## src/rtl/tof_i2c_arbiter.sv

```systemverilog
// ----------------------------------------------------------------------------
// tof_i2c_arbiter
//
// Round-robin arbiter that lets N_REQ ToF_FSM requesters share one I2C_Entity
// transaction engine. A winning requester's command is latched and issued to
// the engine. The engine's ready line is tracked until the transaction ends,
// and done/err is returned to the owner. A watchdog aborts any transaction
// the engine never finishes.
//
// Handshakes:
//   requester side: req[i] is a level. It is sampled only in IDLE and is held
//     by the requester until done[i] pulses for one cycle. err[i] is valid
//     only in that cycle. A req still high in the cycle after done is a new
//     request.
//   engine side: i2c_start pulses for one cycle with the command fields
//     stable. The engine drops i2c_ready while busy and raises it again when
//     it has finished. i2c_error is sampled in the cycle ready is seen high.
//     i2c_abort pulses for one cycle to reset a hung engine.
//
// Ports:
//   clk, reset      clock, synchronous active-high reset
//   req*            per-requester request level and packed command fields
//   done, err       one-hot completion pulse and its error flag
//   grant_valid     a transaction is owned (ISSUE..TIMEOUT)
//   grant_idx       current/last owner, drives the top-level SCL/SDA mux
//   i2c_*           engine command, start, ready/error, abort
//   fsm_state       debug view of the controller state
// ----------------------------------------------------------------------------
module tof_i2c_arbiter #(
  parameter int N_REQ       = 8,
  parameter int ADDR_W      = 16,
  parameter int NB_W        = 10,
  parameter int TIMEOUT_CYC = 2000000
) (
  input  logic                      clk,
  input  logic                      reset,
  input  logic [N_REQ-1:0]          req,
  input  logic [N_REQ*7-1:0]        req_slave_addr,
  input  logic [N_REQ*ADDR_W-1:0]   req_reg_addr,
  input  logic [N_REQ-1:0]          req_is_read,
  input  logic [N_REQ*NB_W-1:0]     req_nb_bytes,
  output logic [N_REQ-1:0]          done,
  output logic [N_REQ-1:0]          err,
  output logic                      grant_valid,
  output logic [2:0]                grant_idx,
  output logic                      i2c_start,
  output logic [6:0]                i2c_slave_addr,
  output logic [ADDR_W-1:0]         i2c_reg_addr,
  output logic                      i2c_is_read,
  output logic [NB_W-1:0]           i2c_nb_bytes,
  input  logic                      i2c_ready,
  input  logic                      i2c_error,
  output logic                      i2c_abort,
  output logic [2:0]                fsm_state
);

  localparam int TW = $clog2(TIMEOUT_CYC + 1);

  typedef enum logic [2:0] {
    S_IDLE      = 3'd0,
    S_ISSUE     = 3'd1,
    S_WAIT_BUSY = 3'd2,
    S_WAIT_DONE = 3'd3,
    S_TIMEOUT   = 3'd4,
    S_DONE      = 3'd5
  } state_t;

  state_t          state_q, state_d;
  logic [2:0]      rr_ptr;
  logic [TW-1:0]   timer;
  logic            err_q;
  logic            timeout_hit;

  logic [7:0]        req_ext;
  logic [2:0]        cand;
  logic              pick_found;
  logic [2:0]        pick_idx;
  logic [6:0]        sel_sa;
  logic [ADDR_W-1:0] sel_ra;
  logic              sel_rd;
  logic [NB_W-1:0]   sel_nb;
  logic [2:0]        rr_next;

  assign timeout_hit = (timer == TW'(TIMEOUT_CYC - 1));
  assign rr_next     = (grant_idx == 3'(N_REQ - 1)) ? 3'd0 : grant_idx + 3'd1;
  assign fsm_state   = state_q;

  // Round-robin search: first set bit at rr_ptr, rr_ptr+1, ... mod N_REQ.
  always_comb begin
    req_ext    = 8'(req);
    cand       = '0;
    pick_found = 1'b0;
    pick_idx   = '0;
    for (int i = 0; i < N_REQ; i++) begin
      if (int'(rr_ptr) + i >= N_REQ) cand = 3'(int'(rr_ptr) + i - N_REQ);
      else                           cand = 3'(int'(rr_ptr) + i);
      if (!pick_found && req_ext[cand]) begin
        pick_found = 1'b1;
        pick_idx   = cand;
      end
    end
  end

  // Command mux for the picked requester; only constant slices are used.
  always_comb begin
    sel_sa = '0;
    sel_ra = '0;
    sel_rd = 1'b0;
    sel_nb = '0;
    for (int i = 0; i < N_REQ; i++) begin
      if (pick_idx == 3'(i)) begin
        sel_sa = req_slave_addr[i*7 +: 7];
        sel_ra = req_reg_addr[i*ADDR_W +: ADDR_W];
        sel_rd = req_is_read[i];
        sel_nb = req_nb_bytes[i*NB_W +: NB_W];
      end
    end
  end

  // Next-state logic. A ready rise beats a same-cycle watchdog expiry.
  always_comb begin
    state_d = state_q;
    case (state_q)
      S_IDLE:      if (pick_found) state_d = S_ISSUE;
      S_ISSUE:     state_d = S_WAIT_BUSY;
      S_WAIT_BUSY: begin
        if (!i2c_ready)       state_d = S_WAIT_DONE;
        else if (timeout_hit) state_d = S_TIMEOUT;
      end
      S_WAIT_DONE: begin
        if (i2c_ready)        state_d = S_DONE;
        else if (timeout_hit) state_d = S_TIMEOUT;
      end
      S_TIMEOUT:   state_d = S_DONE;
      S_DONE:      state_d = S_IDLE;
      default:     state_d = S_IDLE;
    endcase
  end

  always_ff @(posedge clk) begin
    if (reset) begin
      state_q        <= S_IDLE;
      rr_ptr         <= '0;
      timer          <= '0;
      err_q          <= 1'b0;
      grant_idx      <= '0;
      i2c_slave_addr <= '0;
      i2c_reg_addr   <= '0;
      i2c_is_read    <= 1'b0;
      i2c_nb_bytes   <= '0;
    end else begin
      state_q <= state_d;
      case (state_q)
        S_IDLE: begin
          if (pick_found) begin
            grant_idx      <= pick_idx;
            i2c_slave_addr <= sel_sa;
            i2c_reg_addr   <= sel_ra;
            i2c_is_read    <= sel_rd;
            i2c_nb_bytes   <= sel_nb;
          end
        end
        S_ISSUE: begin
          timer <= '0;
          err_q <= 1'b0;
        end
        S_WAIT_BUSY, S_WAIT_DONE: begin
          timer <= timer + TW'(1);
          if (state_d == S_TIMEOUT)
            err_q <= 1'b1;
          else if (state_q == S_WAIT_DONE && i2c_ready)
            err_q <= i2c_error;
        end
        S_DONE:  rr_ptr <= rr_next;
        default: ;
      endcase
    end
  end

  // Decoded outputs; all are zero in IDLE, which is the reset state.
  always_comb begin
    grant_valid = (state_q == S_ISSUE) || (state_q == S_WAIT_BUSY) ||
                  (state_q == S_WAIT_DONE) || (state_q == S_TIMEOUT);
    i2c_start   = (state_q == S_ISSUE);
    i2c_abort   = (state_q == S_TIMEOUT);
    done        = '0;
    err         = '0;
    for (int i = 0; i < N_REQ; i++) begin
      done[i] = (state_q == S_DONE) && (grant_idx == 3'(i));
      err[i]  = (state_q == S_DONE) && (grant_idx == 3'(i)) && err_q;
    end
  end

endmodule
```

## config.mk

```make
export PLATFORM = sky130hd
export DESIGN_NAME = tof_i2c_arbiter
export DESIGN_NICKNAME = d
export VERILOG_FILES = /design/src/rtl/tof_i2c_arbiter.sv
export SDC_FILE = /design/constraint.sdc
export NUM_CORES = 1
export LEC_CHECK = 0
export BUFFER_PORTS_ARGS = -buffer_cell sky130_fd_sc_hd__buf_4
export CAP_MARGIN = 10
export CORE_AREA = 2 2 135 137
export DETAILED_ROUTE_END_ITERATION = 7
export DIE_AREA = 0 0 137 139
export GPL_ROUTABILITY_DRIVEN = 0
export PLACE_DENSITY = 0.66
export RECOVER_POWER = 25
export SYNTH_ARGS = -nofsm -noshare
export SYNTH_HDL_FRONTEND = slang
export SYNTH_SLANG_ARGS = --single-unit
```

## constraint.sdc

```tcl
create_clock -name clk -period 5 [get_ports clk]
set_input_delay 0.5 -clock clk [delete_from_list [all_inputs] [get_ports clk]]
set_output_delay 0.5 -clock clk [all_outputs]
set_load 0.02 [all_outputs]
```

==> results.tsv <==
stage	metric	value	unit
global_routing	antenna_found_initial	0	
clocking	numCtsBuffers	9	
timing	max-slew-margin-rel	0.396	
critical_path	worst_path_max_delay_cell	or3_2	
final_layout	fillers	1787	
floorplan	start_util	0.355	
clocking	cts_max_level	3	
power	total_power	2.33	mW
synthesis	ys_seq_area_frac	0.208	
placement	place_ws	0.160	ns
synthesis	syn_inst	828	
clocking	clock_latency	0.34	ns
critical_path	worstPathRequired	5.23	ns
outcome	status	complete, no violations	
placement	dp.cells	1346	
clocking	clock_path_buffers	2	
global_routing	grt-ovfl-total	0	
floorplan	die_height	139	µm
routing	vias	7907	
floorplan	die_w	137	µm
routing	first_pass_iters	6	
hold_path	min_path_type	flip-flop to flip-flop	
critical_path	slowest_delay	0.75	ns
synthesis	syn_area	0.00626	mm²
placement	io_buffers	342	
power	p_leak	3.83	nW
placement	dp.final_hpwl	20.6	mm
clocking	clockRootBuffer	clkbuf_16	
final_layout	fin_nets	1421	
final_layout	syn_to_final_growth	48.2	%
critical_path	cpMostUsedCell	a221o_1	
clocking	cts_tree	built	
clocking	cts_hold_buf	0	
critical_path	r2r-start	rr_ptr[0]$_SDFFE_PP0P_	
critical_path	critical_path_buf_inv_count	1	
synthesis	yosysTopAreaCell	dfxtp_1	
synthesis	synthFlopType	dfxtp_1	
global_routing	grt_max_degree	52	
timing	worstMarginPinSlew	0.896	ns
timing	maxSlewViolCount	0	
clocking	cts.sinks	65	
routing	wl_per_cell	20.3	µm
timing	layout_min_cycle_time	4.79	ns
timing	worst_slack	0.209	ns
global_routing	grt_first_pass_wirelength	41.6	mm
critical_path	timing.critical_path.fanout_max	23	
critical_path	crit_chain	inv_1, ha_1, mux2_2, a221o_1, or4_4, nor3_4, or3_1, nand2_2, or3_2, o21a_1, a221o_1	
synthesis	yosysWarnings	0	
routing	routed_via_density	5.81	
timing	whs	0.479	ns
timing	clock.fmax	0.209	GHz
final_layout	regArea	0.00130	mm²
final_layout	final_cell_mix	334 x buf_4, 106 x nand2_1, 65 x dfxtp_1	
run	drv_cap	0	
synthesis	syn_nets	1121	
power	peakVddDrop	220	µV
timing	hold_viol_final	0	
final_layout	drive_gt1_frac	0.359	
timing	setup_viol	0	
critical_path	end_kind	flip-flop	
synthesis	netlist_top_cells_area	dfxtp_1 21%, a211oi_1 7.2%, nand2_1 6.5%	
timing	rsz0062_at_grt	false	
final_layout	multi_input_comb_area	0.00466	mm²
synthesis	synth_top_area_share	0.208	
timing	tns	0	ns
floorplan	io_pins	343	
critical_path	worst-setup-path-type	flip-flop to flip-flop	
routing	drc	0	
global_routing	track_usage	0.277	
clocking	path_clk_slew	0.06	ns
global_routing	grt_pass1_vias	7466	
synthesis	ys_async_sr_fraction	0	
hold_path	min-delay-start	i2c_reg_addr[10]$_SDFFE_PP0P_	
critical_path	cp-start-kind	flip-flop	
placement	postPlaceCellArea	0.00904	mm²
critical_path	cp.arrival	5.02	ns
final_layout	fin_cells	1362	
synthesis	avgSynthCellArea	7.56	µm²
critical_path	cp_top_family	simple AND/OR/NAND/NOR gates	
floorplan	rows	49	
timing	final.period_utilization	0.958	
synthesis	synth.distinct_cells	67	
final_layout	antenna_cells	0	
clocking	post_cts_buffers	0	
critical_path	critical_path.startpoint	rr_ptr[0]$_SDFFE_PP0P_	
routing	wl	27.7	mm
power	p_per_area	251	mW/mm²
routing	ant_nets	0	
final_layout	final_area	0.00928	mm²
floorplan	core-area	0.0177	mm²
final_layout	final_common_cell	buf_4	
timing	clock-skew-final	0.00507	ns
synthesis	synth_edf_count	0	
final_layout	final_util	0.525	
synthesis	ys_ff_latch	65	
routing	drtIter0Drc	801	
floorplan	die_area	0.0190	mm²
[cells in the mapped netlist, types with 2 or more instances]
cell type / n
a211o_1: 3
a211oi_1: 60
a21boi_0: 27
a21oi_1: 60
a221o_1: 25
a221oi_1: 2
a22oi_1: 3
a2bb2oi_1: 25
a31oi_1: 26
and2_1: 5
and3_1: 11
buf_2: 19
clkbuf_1: 55
dfxtp_1: 65
ha_1: 9
inv_1: 12
mux2_2: 18
mux2i_1: 25
mux4_2: 15
nand2_1: 108
nand2b_1: 7
nand3_1: 35
nand3b_1: 8
nand4_1: 3
nor2_1: 57
nor2b_1: 6
nor3_1: 11
nor3_2: 2
nor4_1: 5
nor4b_1: 2
o211ai_1: 8
o21a_1: 26
o21ai_0: 19
o221ai_1: 4
o22ai_1: 6
o311a_1: 2
o311ai_0: 2
o31a_1: 4
o32ai_1: 3
or2_2: 7
or3_1: 10
or4b_2: 2
xor2_1: 2
[repair_timing]
action,4_1_cts,5_1_grt
endpoints found under the hold margin,0,0
endpoints found under the setup margin,0,23
resized for setup,0,1
[worst paths after layout]
path | endpoint | slack (ns) | cells after the start
setup / recovery | i2c_reg_addr[5]$_SDFFE_PP0P_ | 0.21 | 11
hold / removal | i2c_reg_addr[10]$_SDFFE_PP0P_ | 0.48 | 2
setup reg to reg | i2c_reg_addr[5]$_SDFFE_PP0P_ | 0.21 | 11
hold reg to reg | i2c_reg_addr[10]$_SDFFE_PP0P_ | 0.48 | 2
[report_power, final]
group	switching, mW	internal [mW]
combinational	0.520	0.411
clock	0.259	0.490
sequential	0.0623	0.588
[cell families after synthesis]
family | count (synthesis) | synth area share
xor+xnor | 3 | 0.00420
simple gates | 288 | 0.223
fa+ha+maj | 10 | 0.0196
buf+inv | 87 | 0.0560
mux | 58 | 0.126
compound gates | 317 | 0.363
flops | 65 | 0.208
[state kept, by name (all words and copies together) (netlist names)]
name and count:
fsm_state 3, i2c_slave_addr 7, err_q 1, rr_ptr 3, timer 21, grant_idx 3
i2c_reg_addr 16, i2c_is_read 1, i2c_nb_bytes 10
[layout make-up]
type,instances,share of cell area
Tap cell,229,0.0309
Clock buffer,10,0.0247
Sequential cell,65,0.140
Timing Repair Buffer,364,0.284
Inverter,12,0.00486
Clock inverter,6,0.0124
Multi-Input combinational cell,676,0.503
[worst register-to-register path: stages, from the launching register on]
cell and delay [ns]:
dfxtp_1 0.34, inv_1 0.11, ha_1 0.64, mux2_2 0.44
a221o_1 0.36, or4_4 0.59, nor3_4 0.42, or3_1 0.21
nand2_2 0.21, or3_2 0.75, o21a_1 0.29, a221o_1 0.33
[metal layers]
metal  up-vias  GRT usage  share of wire
met5         -          0              0
met4         0     0.0635          0.017
met3        31     0.0552          0.075
met2       351      0.474           0.49
met1      3739      0.355           0.42
li1       3786          -              -
Power figures use the tool's default switching activity.
